File: config.mk
export PLATFORM = sky130hd
export DESIGN_NAME = layer4_argmax
export DESIGN_NICKNAME = d
export VERILOG_FILES = /design/src/rtl/layer4_argmax.sv
export SDC_FILE = /design/constraint.sdc
export NUM_CORES = 1
export LEC_CHECK = 0
export CAP_MARGIN = 20
export CORE_MARGIN = 2
export CORE_UTILIZATION = 23
export DETAILED_ROUTE_END_ITERATION = 7
export HOLD_SLACK_MARGIN = 0.08
export PLACE_DENSITY = 0.52
export SETUP_SLACK_MARGIN = 0.15
export SLEW_MARGIN = 0
export SYNTH_ARGS = -nofsm -noshare
export SYNTH_HDL_FRONTEND = slang
export SYNTH_SLANG_ARGS = --single-unit
File: constraint.sdc
create_clock -name clk -period 29.4 [get_ports clk]
set_input_delay 7.35 -clock clk [delete_from_list [all_inputs] [get_ports clk]]
set_output_delay 7.35 -clock clk [all_outputs]
set_load 0.03 [all_outputs]
File: src/rtl/layer4_argmax.sv
// Layer-4 argmax: captures all node outputs once the valid delay line marks them settled,
// then scans one node per cycle and reports the index and value of the largest one.
module layer4_argmax #(
   parameter int N_NODES  = 32,
   parameter int IDX_W    = 5,
   parameter int NODE_LAT = 3
) (
   input  logic                   clk,
   input  logic                   reset,
   input  logic                   in_valid,
   input  logic [8*N_NODES-1:0]   node_bus,
   output logic                   in_ready,
   output logic                   out_valid,
   output logic [IDX_W-1:0]       class_idx,
   output logic [7:0]             class_val,
   output logic                   busy,
   output logic                   overrun,
   output logic [15:0]            sample_cnt
);

   typedef enum logic [1:0] {IDLE, SCAN, DONE} stateT;

   stateT               state_q;
   stateT               stateD;
   logic [NODE_LAT-1:0] validDly_q;
   logic [7:0]          nodes_q [N_NODES];
   logic [7:0]          bestVal_q;
   logic [IDX_W-1:0]    bestIdx_q;
   logic [IDX_W-1:0]    ptr_q;
   logic                outValid_q;
   logic [IDX_W-1:0]    classIdx_q;
   logic [7:0]          classVal_q;
   logic                overrun_q;
   logic [15:0]         sampleCnt_q;

   logic                capReq;
   logic                lastElem;
   logic                doCapture;
   logic                doScan;
   logic                doFinish;
   logic                dropSample;
   logic                readyD;
   logic                busyD;
   logic [7:0]          curVal;
   logic [7:0]          candVal;
   logic [IDX_W-1:0]    candIdx;

   assign capReq   = validDly_q[NODE_LAT-1];
   assign lastElem = (ptr_q == IDX_W'(N_NODES - 1));

   // Valid delay line: node_bus is only trusted once in_valid has aged NODE_LAT edges.
   always_ff @(posedge clk) begin
      if (reset) begin
         validDly_q <= '0;
      end else begin
         validDly_q[0] <= in_valid;
         for (int i = 1; i < NODE_LAT; i++) begin
            validDly_q[i] <= validDly_q[i-1];
         end
      end
   end

   // FSM state register.
   always_ff @(posedge clk) begin
      if (reset) begin
         state_q <= IDLE;
      end else begin
         state_q <= stateD;
      end
   end

   // FSM next-state logic; DONE may chain straight into a new scan.
   always_comb begin
      stateD = state_q;
      case (state_q)
         IDLE:    if (capReq) stateD = SCAN;
         SCAN:    if (lastElem) stateD = DONE;
         DONE:    stateD = capReq ? SCAN : IDLE;
         default: stateD = IDLE;
      endcase
   end

   // FSM output decode driving the datapath strobes and status flags.
   always_comb begin
      doCapture  = 1'b0;
      doScan     = 1'b0;
      doFinish   = 1'b0;
      dropSample = 1'b0;
      readyD     = 1'b1;
      busyD      = 1'b0;
      if (state_q == SCAN) begin
         doScan     = 1'b1;
         doFinish   = lastElem;
         dropSample = capReq;
         readyD     = 1'b0;
         busyD      = 1'b1;
      end else begin
         doCapture  = capReq;
      end
   end

   // Strict compare means an equal later node never displaces the earlier winner.
   always_comb begin
      curVal  = nodes_q[ptr_q];
      candVal = bestVal_q;
      candIdx = bestIdx_q;
      if (curVal > bestVal_q) begin
         candVal = curVal;
         candIdx = ptr_q;
      end
   end

   // Capture buffer and running best; the buffer isolates the scan from node_bus changes.
   always_ff @(posedge clk) begin
      if (reset) begin
         for (int k = 0; k < N_NODES; k++) begin
            nodes_q[k] <= '0;
         end
         bestVal_q <= '0;
         bestIdx_q <= '0;
         ptr_q     <= '0;
      end else if (doCapture) begin
         for (int k = 0; k < N_NODES; k++) begin
            nodes_q[k] <= node_bus[8*k +: 8];
         end
         bestVal_q <= node_bus[7:0];
         bestIdx_q <= '0;
         ptr_q     <= IDX_W'(1);
      end else if (doScan) begin
         bestVal_q <= candVal;
         bestIdx_q <= candIdx;
         ptr_q     <= ptr_q + IDX_W'(1);
      end
   end

   // Result registers hold until the next completed scan.
   always_ff @(posedge clk) begin
      if (reset) begin
         outValid_q  <= 1'b0;
         classIdx_q  <= '0;
         classVal_q  <= '0;
         sampleCnt_q <= '0;
         overrun_q   <= 1'b0;
      end else begin
         outValid_q <= doFinish;
         if (doFinish) begin
            classIdx_q  <= candIdx;
            classVal_q  <= candVal;
            sampleCnt_q <= sampleCnt_q + 16'd1;
         end
         if (dropSample) begin
            overrun_q <= 1'b1;
         end
      end
   end

   assign in_ready   = readyD;
   assign busy       = busyD;
   assign out_valid  = outValid_q;
   assign class_idx  = classIdx_q;
   assign class_val  = classVal_q;
   assign overrun    = overrun_q;
   assign sample_cnt = sampleCnt_q;

endmodule
### Yosys cells after proc, flatten, opt, wreduce, memory -nomap -nowiden

Memory sizes are Yosys's and may differ from the RTL's.
Index checks and enable logic that the tools add are counted.

| storage, ports and cells | value |
|---|---|
| flip-flop bits (word level) | 54 |
| bits in writable memories | 256 |
| input port bits | 259 |
| output and inout bits | 33 |
| word-level logic and storage cells | 108 |
| memories kept | 1 |

Memory list:

| name | depth | bits a word | rd ports | clocked after Yosys merged registers in | write ports | RTL line | RTL |
|---|---|---|---|---|---|---|---|
| nodes_q | 32 | 8 | 1 | 0 | 32 | 26 | `logic [7:0] nodes_q [N_NODES];` |

| operators by class | value |
|---|---|
| $add $sub $neg | 2 |
| $lt $le $gt $ge | 1 |
| eq/ne operators | 5 |
| muxes and demuxes | 52 |
| bitwise logic cells | 32 |
| reduce and logical (&&, ||, !) cells | 4 |

Operators with widths:

| kind | count |
|---|---|
| $mux 8 | 35 |
| $or 1x1->1 | 32 |
| $add 16x1->16 const B | 1 |
| $mux 1 | 13 |
| $gt 8x8->1 | 1 |
| $pmux 2 s3 | 1 |
| $add 5x1->5 const B | 1 |
| $eq 5x5->1 const B | 1 |
| $mux 5 | 1 |
| $mux 2 | 2 |
| $ne 2x2->1 const B | 2 |
| $eq 2x1->1 const B | 1 |
| $eq 2x2->1 const B | 1 |
| $logic_not 2->1 | 1 |
| $reduce_and 2->1 | 1 |
| $reduce_bool 2->1 | 1 |
| $reduce_or 2->1 | 1 |

### Depth between registers and ports, before layout

Gate-level depths: netlist of the first run.

| depth | value |
|---|---|
| depth after elaboration | 6 |
| depth in mapped cells | 16 |
| depth with buffers taken out | 12 |

### Worst setup path after synthesis of the first run

OpenSTA, ideal clock, no wires.

| path | value |
|---|---|
| kind | input to register |
| from | input port reset |
| to | memory nodes_q[0][0] (enable) |
| setup time | 0.722 ns |
| arrival | 14.570 ns |
| data required time | 28.678 ns |
| slack | 14.108 ns |
| stages | 2 |
| path buffers | 1 |
| cells stage by stage | nand2b_1 clkbuf_1 |

RTL lines:

| item | RTL line | RTL |
|---|---|---|
| start, declared | 9 | `input logic reset,` |
| end, declared | 26 |  |

### Worst setup path in the final report of the first run

| path | value |
|---|---|
| from | register state_q[1] |
| to | output port busy |

| between the ends | value |
|---|---|
| cells in the longest elaborated chain, start to end | 2 |

RTL lines:

| item | RTL line | RTL |
|---|---|---|
| start, declared | 23 | `stateT state_q;` |
| start signal, assigned | 68 | `state_q <= stateD;` |
| $eq 2x1->1 | 91 | `if (state_q == SCAN) begin` |
| $mux 1 | 91 |  |
| end, declared | 16 | `output logic busy,` |

No other way between the ends.

==> results of run 1 <==
## where the power goes
group          internal [mW]  switching (mW)  total, mW
sequential             0.497         0.00593      0.503
combinational         0.0512          0.0410     0.0922
clock                  0.289           0.188      0.478
## state kept, by name, indices dropped and copies added, names as in the netlist, 2 cells and up
signal	cells
class_idx	5
sample_cnt	16
class_val	8
ptr_q	5
bestIdx_q	5
validDly_q	3
state_q	2
nodes_q	256
bestVal_q	8
## cell usage after synthesis (6+ instances only)
master    count  area share
edfxtp_1    256        0.55
and2_1      146       0.066
nor2b_1     120       0.054
nand2_1      56       0.015
dfxtp_1      54       0.078
mux4_2       41       0.066
nor2_1       41       0.011
clkbuf_1     40       0.011
mux2_2       32       0.026
a22oi_1      25       0.013
and3_1       15      0.0067
xor2_1       14      0.0088
a311oi_1     13      0.0082
ha_1         11      0.0099
buf_4        10      0.0054
inv_1        10      0.0027
buf_2         9      0.0032
a221oi_1      8      0.0050
nand3_1       8      0.0029
a211o_1       7      0.0044
mux4_1        7       0.013
nor3b_1       7      0.0038
buf_6         6      0.0048
mux2i_1       6      0.0043
## area by class of cell
class,count,area share
diodes,1,0.000133
clock buffers,50,0.0562
multi-input cells,595,0.252
inverters,11,0.00219
well taps,782,0.0519
clock inverters,19,0.0107
repair buffers,305,0.161
flip-flops and latches,310,0.465
## placed cells by master, fill, tap and decap left out, types with 9 or more instances in the layout
cell	instances
mux4_2	41
inv_1	10
nor2b_1	118
dfxtp_1	51
buf_4	14
nor2_1	40
nand2_1	56
edfxtp_1	256
ha_1	11
a311oi_1	13
mux2_2	32
a22oi_1	25
and2_1	146
and3_1	15
clkbuf_16	41
clkbuf_1	9
xor2_1	14
clkdlybuf4s50_1	290
## how the worst max path moves through the flow
| stage | from | slack [ns] | endpoint | depth (start not counted) |
|---|---|---|---|---|
| 4_1_cts | reset | 19.74 | nodes_q[4][2] | 4 |
| 2_1_floorplan | reset | 14.11 | nodes_q[0][0] | 2 |
| 5_1_grt | state_q[1] | 19.66 | busy | 3 |
| 3_5_place_dp | reset | 19.12 | nodes_q[5][2] | 4 |
| 3_3_place_gp | reset | 19.23 | nodes_q[1][2] | 4 |
| 6_report | state_q[1] | 19.79 | busy | 3 |
## routing by layer
layer	routed length, um	GRT usage
met1	17300	0.160
met5	86	0
met3	2360	0.0355
met4	868	0.0340
met2	19400	0.211
## logic make-up (layout without fill, tap and decap cells)
group	after synthesis	count (layout)	synth area share
xor gates and xnor gates	17	17	0.0107
other	0	1	0
muxes	86	86	0.110
AOI/OAI and AO/OA	74	74	0.0434
buffers and inverters	81	385	0.0308
and+or+nand+nor	407	407	0.167
DFF	310	310	0.629
adders and majority gates	11	11	0.00987
## critical path: cells and delay by family (launching register included)
kind	cells	cell delay (ns)
buffers and inverters	2	1.11
flip-flops	1	0.31
AND/OR/NAND/NOR	1	0.30
==> run_results.csv, run 1 <==
group,metric,value,unit
status,outcome,"finished, final reports clean",
min_path,worstHoldPathCells,1,
route,ant_nets,0,
timing,fin_crit,9.61,ns
setup_path,cp_slowest_stage_delay,0.71,ns
global_routing,grt_pass1_vias,9196,
min_path,min-delay-start,"validDly_q[0]",
die,fp.dieH,250,um
timing,setup_viol,0,
placement,dp_slack,19.12,ns
die,core,0.0601,sq mm
clock_tree,cts_root_buf,"clkbuf_16",
clock_tree,postCtsSetupBuffers,0,
synth,synth_edf_count,256,
clock_tree,cts_max_level,2,
setup_path,endpoint_kind,"primary output",
clock_tree,path_clk_slew,0.06,ns
route,wl,40000,um
clock_tree,cts.sinks,310,
timing,drv_slew,0,
synth,ys_warn_count,0,
timing,tightest_slew,1.05,ns
synth,syn_area,0.0139,sq mm
clock_tree,cts_buffer_depth,3,
setup_path,path_cells,"nand2b_1, clkinv_1, clkdlybuf4s50_1",
route,vias,8699,
synth,synth_nets,1256,
timing,slew_headroom,0.301,
route,firstDrtPassIters,4,
synth,ys_async_sr_fraction,0,
final_layout,fillCellCount,6079,
die,initial_core_util,0.232,
setup_path,cp_slowest_cell,"clkdlybuf4s50_1",
route,viasPerCell,4.20,
setup_path,reg2regPathDepth,11,
final_layout,final_layout_size_suffix_gt1_frac,0.120,
setup_path,rrSetupSlack,24.31,ns
placement,gp_congestion,0.726,
setup_path,required,22.05,ns
final_layout,fin_nets,1531,
synth,yosysSeqAreaShare,0.629,
route,wl_per_cell,19.3,um
final_layout,syn2layout_area_growth,35.3,%
final_layout,fin_util,0.314,
clock_tree,cts_resized,0,
setup_path,worstPathMaxFanout,10,
timing,worst_slack,19.79,ns
placement,io_buffer_count,291,
placement,hpwl,27800,um
flow_run,max-cap-violations,0,
placement,placedCellCount,2002,
global_routing,antenna_found_initial,9,
timing,skew,0.0185,ns
route,drt_iter0_markers,525,
final_layout,multi_input_area,0.00476,sq mm
setup_path,path_class,"reg2out",
clock_tree,cts_buffers,38,
setup_path,cp-start-kind,"flop",
die,ios,292,
die,dieArea,0.0626,sq mm
setup_path,r2r-end,"class_val[5]",
die,core.rowCount,90,
timing,finalSetupTns,0,ns
route,drc,0,
final_layout,design_area,0.0189,sq mm
clock_tree,hold_buffers,0,
global_routing,grt_max_degree,115,
synth,synthFlopType,"edfxtp_1",
power_and_ir_drop,power_leakage,6.61,nW
synth,syn_area_per_cell,14.1,sq um
placement,dpl-instance-area,0.0176,sq mm
power_and_ir_drop,max-vdd-ir-drop,30.6,uV
setup_path,reg2reg_from,"ptr_q[1]",
timing,final-hold-violation-count,0,
final_layout,regArea,0.00878,sq mm
min_path,hold_path_class,"reg2reg",
global_routing,grt_pass1_wl,58300,um
min_path,whs_endpoint,"validDly_q[1]",
synth,ys_ff_latch,310,
timing,min_period_over_period,0.327,
die,die_x,250,um
global_routing,gr-total-overflow,0,
power_and_ir_drop,p_per_area,56.9,mW/mm^2
setup_path,cp_data_arrival_time,2.26,ns
clock_tree,cts_tree,"done",
synth,synth_cell_types,47,
timing,fmax,104,MHz
synth,syn-instance-count,986,
timing,fin_hold_ws,0.448,ns
timing,rsz0062_at_grt,"false",
power_and_ir_drop,total_power,1.07,mW
global_routing,grtUsageTotal,0.126,
final_layout,final_cell_count_no_fill,2073,
clock_tree,insertion_delay,0.55,ns
Power figures use the tool's default switching activity.
==> inputs of run 2 (changes only) <==
--- a/config.mk
+++ b/config.mk
@@ -10,7 +10,7 @@
 export CORE_UTILIZATION = 23
 export DETAILED_ROUTE_END_ITERATION = 7
 export HOLD_SLACK_MARGIN = 0.08
-export PLACE_DENSITY = 0.52
+export PLACE_DENSITY = 0.54
 export SETUP_SLACK_MARGIN = 0.15
 export SLEW_MARGIN = 0
 export SYNTH_ARGS = -nofsm -noshare
==> constraint.sdc (replaced) <==
create_clock -name clk -period 7.7 [get_ports clk]
set_input_delay 1.925 -clock clk [delete_from_list [all_inputs] [get_ports clk]]
set_output_delay 1.925 -clock clk [all_outputs]
set_load 0.03 [all_outputs]
==> run_results.csv, run 2 (synthesis results as in run 1) <==
group,metric,value,unit
status,outcome,"finished, final reports clean",
global_routing,grt_pass1_vias,9116,
timing,fin_hold_ws,0.449,ns
route,wl_per_cell,19.9,um
timing,finalSetupTns,0,ns
placement,io_buffer_count,291,
die,ios,292,
route,viasPerCell,4.25,
setup_path,cp_slowest_cell,"and2_0",
setup_path,cp_common_cell,"and3_1",
placement,hpwl,29700,um
timing,fmax,212,MHz
final_layout,final_layout_size_suffix_gt1_frac,0.118,
power_and_ir_drop,pwr-share-clk,0.432,
die,dieArea,0.0626,sq mm
timing,min_period_over_period,0.614,
global_routing,grtUsageTotal,0.129,
placement,dp_slack,3.02,ns
die,core.rowCount,90,
clock_tree,cts_tree,"done",
timing,final-hold-violation-count,0,
power_and_ir_drop,p_int,3.12,mW
die,initial_core_util,0.232,
clock_tree,hold_buffers,0,
timing,tightest_slew,0.950,ns
setup_path,endpoint_kind,"flop",
global_routing,use_met2,0.210,
setup_path,cp_slowest_stage_delay,0.79,ns
timing,slew_headroom,0.366,
placement,gp_congestion,0.800,
setup_path,rrSetupSlack,2.97,ns
route,ant_nets,0,
die,core,0.0601,sq mm
die,die_x,250,um
final_layout,fin_util,0.312,
final_layout,fin_nets,1528,
global_routing,use_met3,0.0262,
timing,worst_slack,2.97,ns
setup_path,worstPathMaxFanout,40,
clock_tree,cts_max_level,2,
final_layout,final_cell_count_no_fill,2067,
global_routing,grt_max_degree,121,
final_layout,largest_reg_flops,256,
power_and_ir_drop,p_switching,0.893,mW
timing,drv_slew,0,
clock_tree,path_clk_slew,0.06,ns
route,drt_iter0_markers,512,
power_and_ir_drop,power_leakage,6.58,nW
global_routing,busiest_layer,"met2",
timing,skew,0.0158,ns
power_and_ir_drop,max-vdd-ir-drop,116,uV
final_layout,layout_common_cells,"clkdlybuf4s50_1 (290), edfxtp_1 (256), and2_1 (146), nor2b_1 (119), nand2_1 (56)",
setup_path,cp-start-kind,"flop",
clock_tree,cts_root_buf,"clkbuf_16",
clock_tree,postCtsSetupBuffers,0,
timing,rsz0062_at_grt,"false",
die,fp.dieH,250,um
placement,placedCellCount,1998,
power_and_ir_drop,p_comb_frac,0.088,
clock_tree,insertion_delay,0.55,ns
global_routing,antenna_found_initial,1,
setup_path,path_class,"reg2reg",
clock_tree,cts.sinks,310,
timing,setup_viol,0,
power_and_ir_drop,swShare,0.222,
global_routing,use_met1,0.172,
power_and_ir_drop,seq_power_share,0.480,
placement,dpl-instance-area,0.0176,sq mm
clock_tree,cts_resized,0,
final_layout,syn2layout_area_growth,34.8,%
clock_tree,cts_buffer_depth,3,
final_layout,design_area,0.0188,sq mm
setup_path,cp_data_arrival_time,5.17,ns
global_routing,grt_pass1_wl,59400,um
route,vias,8780,
flow_run,max-cap-violations,0,
timing,fin_crit,4.73,ns
setup_path,cp.buffers_inverters,1,
route,drc,0,
global_routing,gr-total-overflow,0,
setup_path,path_cells,"buf_4, nor2b_2, a22oi_1, and3_1, a41oi_1, ha_1, and3_1, o21ai_0, a32oi_1, and2_0, nand2_1, a311oi_1",
final_layout,regMostFlops,"nodes_q",
power_and_ir_drop,total_power,4.02,mW
final_layout,diodes,0,
power_and_ir_drop,p_per_area,214,mW/mm^2
route,firstDrtPassIters,5,
final_layout,layout_commonest_cell,"clkdlybuf4s50_1",
setup_path,required,8.15,ns
min_path,hold_path_class,"reg2reg",
clock_tree,cts_buffers,38,
route,wl,41200,um
setup_path,critPathTopFamily,"simple AND/OR/NAND/NOR gates",
-- run 2: cell types whose count changed in the layout (fill, tap and decap cells not counted), sizes merged --
cell,before,now
diode,1,0
clkinvlp,3,1
clkbuf,50,44
clkinv,12,18
bufinv,4,3
buf,15,12
inv,11,12
-- run 2: area by class of cell --
class                      count  area (sq um)
fill                        6020         41300
sequential                   310          8780
multi-input combinational    595          4760
timing repair buffer         302          3040
clock buffer                  44           995
tap                          782           978
clock inverter                23           199
inverter                      11          41.3
-- run 2: metal layers --
metal | up-vias | wire length [um]
li1 | 4150 | -
met1 | 4297 | 18500
met2 | 274 | 19400
met3 | 59 | 2290
met4 | 0 | 1020
met5 | - | 0
-- run 2: final timing paths --
kind	cells past startpoint	end	startpoint
worst min-delay path	1	validDly_q[1]	validDly_q[0]
worst max-delay path	12	class_idx[4]	ptr_q[0]
worst min register to register	1	validDly_q[1]	validDly_q[0]
worst max register to register	12	class_idx[4]	ptr_q[0]
-- run 2: power groups by stage --
| stage | combinational [mW] | clock, mW | sequential [mW] |
|---|---|---|---|
| global route | 0.379 | 1.86 | 1.93 |
| detailed placement | 0.357 | 0 | 1.96 |
| CTS | 0.360 | 1.80 | 1.93 |
| global placement | 0.357 | 0 | 1.96 |
| finish | 0.352 | 1.74 | 1.93 |
| floorplan | 0.162 | 0 | 1.96 |
==> inputs of run 3 (changes only) <==
--- a/config.mk
+++ b/config.mk
@@ -10,7 +10,7 @@
 export CORE_UTILIZATION = 23
 export DETAILED_ROUTE_END_ITERATION = 7
 export HOLD_SLACK_MARGIN = 0.08
-export PLACE_DENSITY = 0.54
+export PLACE_DENSITY = 0.52
 export SETUP_SLACK_MARGIN = 0.15
 export SLEW_MARGIN = 0
 export SYNTH_ARGS = -nofsm -noshare
==> constraint.sdc (replaced) <==
create_clock -name clk -period 4.87 [get_ports clk]
set_input_delay 1.2175 -clock clk [delete_from_list [all_inputs] [get_ports clk]]
set_output_delay 1.2175 -clock clk [all_outputs]
set_load 0.03 [all_outputs]
==> run_results.csv, run 3 (synthesis results as in run 1) <==
group,metric,value,unit
power_and_ir_drop,p_per_area,334,mW/mm^2
clock_tree,cts_max_level,2,
setup_path,startpoint,"ptr_q[1]",
setup_path,cp_data_arrival_time,4.66,ns
die,dieArea,0.0626,sq mm
route,vias,8784,
die,fp.dieH,250,um
clock_tree,hold_buffers,0,
timing,fmax,239,MHz
setup_path,cp_slowest_cell,"mux4_1",
timing,fin_crit,4.19,ns
setup_path,cp-start-kind,"flop",
placement,dp_slack,0.651,ns
setup_path,reg2reg_from,"ptr_q[1]",
die,die_x,250,um
setup_path,path_cells,"buf_4, mux4_1, a22oi_1, and3_1, a41oi_1, ha_1, and3_1, o21ai_0, a32oi_1, nand2_1, nor3b_1, a211o_1",
clock_tree,cts_buffer_depth,3,
final_layout,fin_nets,1543,
route,wl_per_cell,19.8,um
clock_tree,insertion_delay,0.54,ns
clock_tree,cts.sinks,310,
route,drt_iter0_markers,478,
global_routing,grt_pass1_vias,9425,
timing,tightest_slew,0.761,ns
timing,setup_viol,0,
setup_path,endpoint_kind,"flop",
route,ant_nets,0,
setup_path,reg2regPathDepth,12,
status,outcome,"finished, final reports clean",
setup_path,worstPathMaxFanout,19,
timing,fin_hold_ws,0.446,ns
setup_path,required,5.35,ns
placement,placedCellCount,2016,
final_layout,fillCellCount,6005,
setup_path,crit_cells,12,
timing,skew,0.0186,ns
final_layout,largest_reg_flops,256,
die,core,0.0601,sq mm
timing,min_period_over_period,0.860,
route,drc,0,
timing,worst_slack,0.681,ns
placement,dpl-instance-area,0.0177,sq mm
setup_path,cp_common_cell,"and3_1",
die,initial_core_util,0.232,
clock_tree,cts_resized,0,
setup_path,cp_slowest_stage_delay,0.60,ns
final_layout,design_area,0.0189,sq mm
flow_run,max-cap-violations,0,
final_layout,regMostFlops,"nodes_q",
placement,gp_congestion,0.847,
route,firstDrtPassIters,7,
power_and_ir_drop,max-vdd-ir-drop,165,uV
global_routing,antenna_found_initial,2,
final_layout,syn2layout_area_growth,35.6,%
die,core.rowCount,90,
clock_tree,cts_tree,"done",
final_layout,layout_commonest_cell,"clkdlybuf4s50_1",
route,viasPerCell,4.22,
timing,finalSetupTns,0,ns
placement,io_buffer_count,291,
power_and_ir_drop,power_leakage,6.65,nW
clock_tree,path_clk_slew,0.06,ns
final_layout,layout_common_cells,"clkdlybuf4s50_1 (290), edfxtp_1 (256), and2_1 (146), nor2b_1 (119), nand2_1 (56)",
clock_tree,postCtsSetupBuffers,0,
global_routing,grt_max_degree,75,
timing,rsz0062_at_grt,"false",
die,ios,292,
timing,slew_headroom,0.493,
final_layout,fin_util,0.314,
setup_path,cp.buffers_inverters,1,
setup_path,crit_path_end,"bestVal_q[3]",
setup_path,rrSetupSlack,0.68,ns
power_and_ir_drop,total_power,6.32,mW
final_layout,final_cell_count_no_fill,2083,
min_path,hold_path_class,"reg2reg",
setup_path,path_class,"reg2reg",
global_routing,grt_pass1_wl,59500,um
timing,final-hold-violation-count,0,
global_routing,grtUsageTotal,0.130,
placement,hpwl,30500,um
setup_path,critPathTopFamily,"simple AND/OR/NAND/NOR gates",
final_layout,final_layout_size_suffix_gt1_frac,0.130,
clock_tree,cts_buffers,37,
timing,drv_slew,0,
route,wl,41200,um
clock_tree,cts_root_buf,"clkbuf_16",
setup_path,r2r-end,"bestVal_q[3]",
global_routing,gr-total-overflow,0,
run 3: changes by cell type in the layout (fill, tap and decap cells not counted), sizes merged:
cell and change:
clkinv -4, clkbuf +1, diode +2, clkinvlp +1, buf +16
run 3: final cells by class:
class,instances,area [sq um],share of cell area
Sequential cell,310,8780,0.464
Multi-Input combinational cell,595,4760,0.252
Timing Repair Buffer,318,3180,0.168
Clock buffer,45,987,0.0522
Tap cell,782,978,0.0518
Clock inverter,20,184,0.00973
Inverter,11,41.3,0.00218
Antenna cell,2,5.00,0.000265
run 3: routing by layer:
| layer | routed length [um] | up-vias | global-route usage |
|---|---|---|---|
| met2 | 20300 | 234 | 0.222 |
| met4 | 944 | 2 | 0.0412 |
| met3 | 2190 | 48 | 0.0262 |
| met5 | 8 | - | 0 |
| met1 | 17700 | 4330 | 0.164 |
| li1 | - | 4170 | - |
run 3: worst reg2reg max path, delay by kind of cell, from the launching register on:
family          cells  cell delay (ns)
flops               1             0.58
buf+inv             1             0.39
fa+ha+maj           1             0.36
simple gates        4             1.26
mux                 1             0.60
compound gates      5             0.93
run 3: power breakdown:
group | switching, mW | internal (mW)
registers | 0.0424 | 3.00
clock network | 1.11 | 1.60
logic | 0.245 | 0.317
run 3: worst min path at each step:
stage | depth (start not counted) | from | slack [ns] | end
global route | 1 | validDly_q[0] | 0.46 | validDly_q[1]
global placement | 1 | validDly_q[1] | 0.42 | validDly_q[2]
finish | 1 | validDly_q[0] | 0.45 | validDly_q[1]
CTS | 1 | validDly_q[1] | 0.45 | validDly_q[2]
detailed placement | 1 | validDly_q[1] | 0.43 | validDly_q[2]
floorplan | 1 | validDly_q[0] | 0.41 | validDly_q[1]
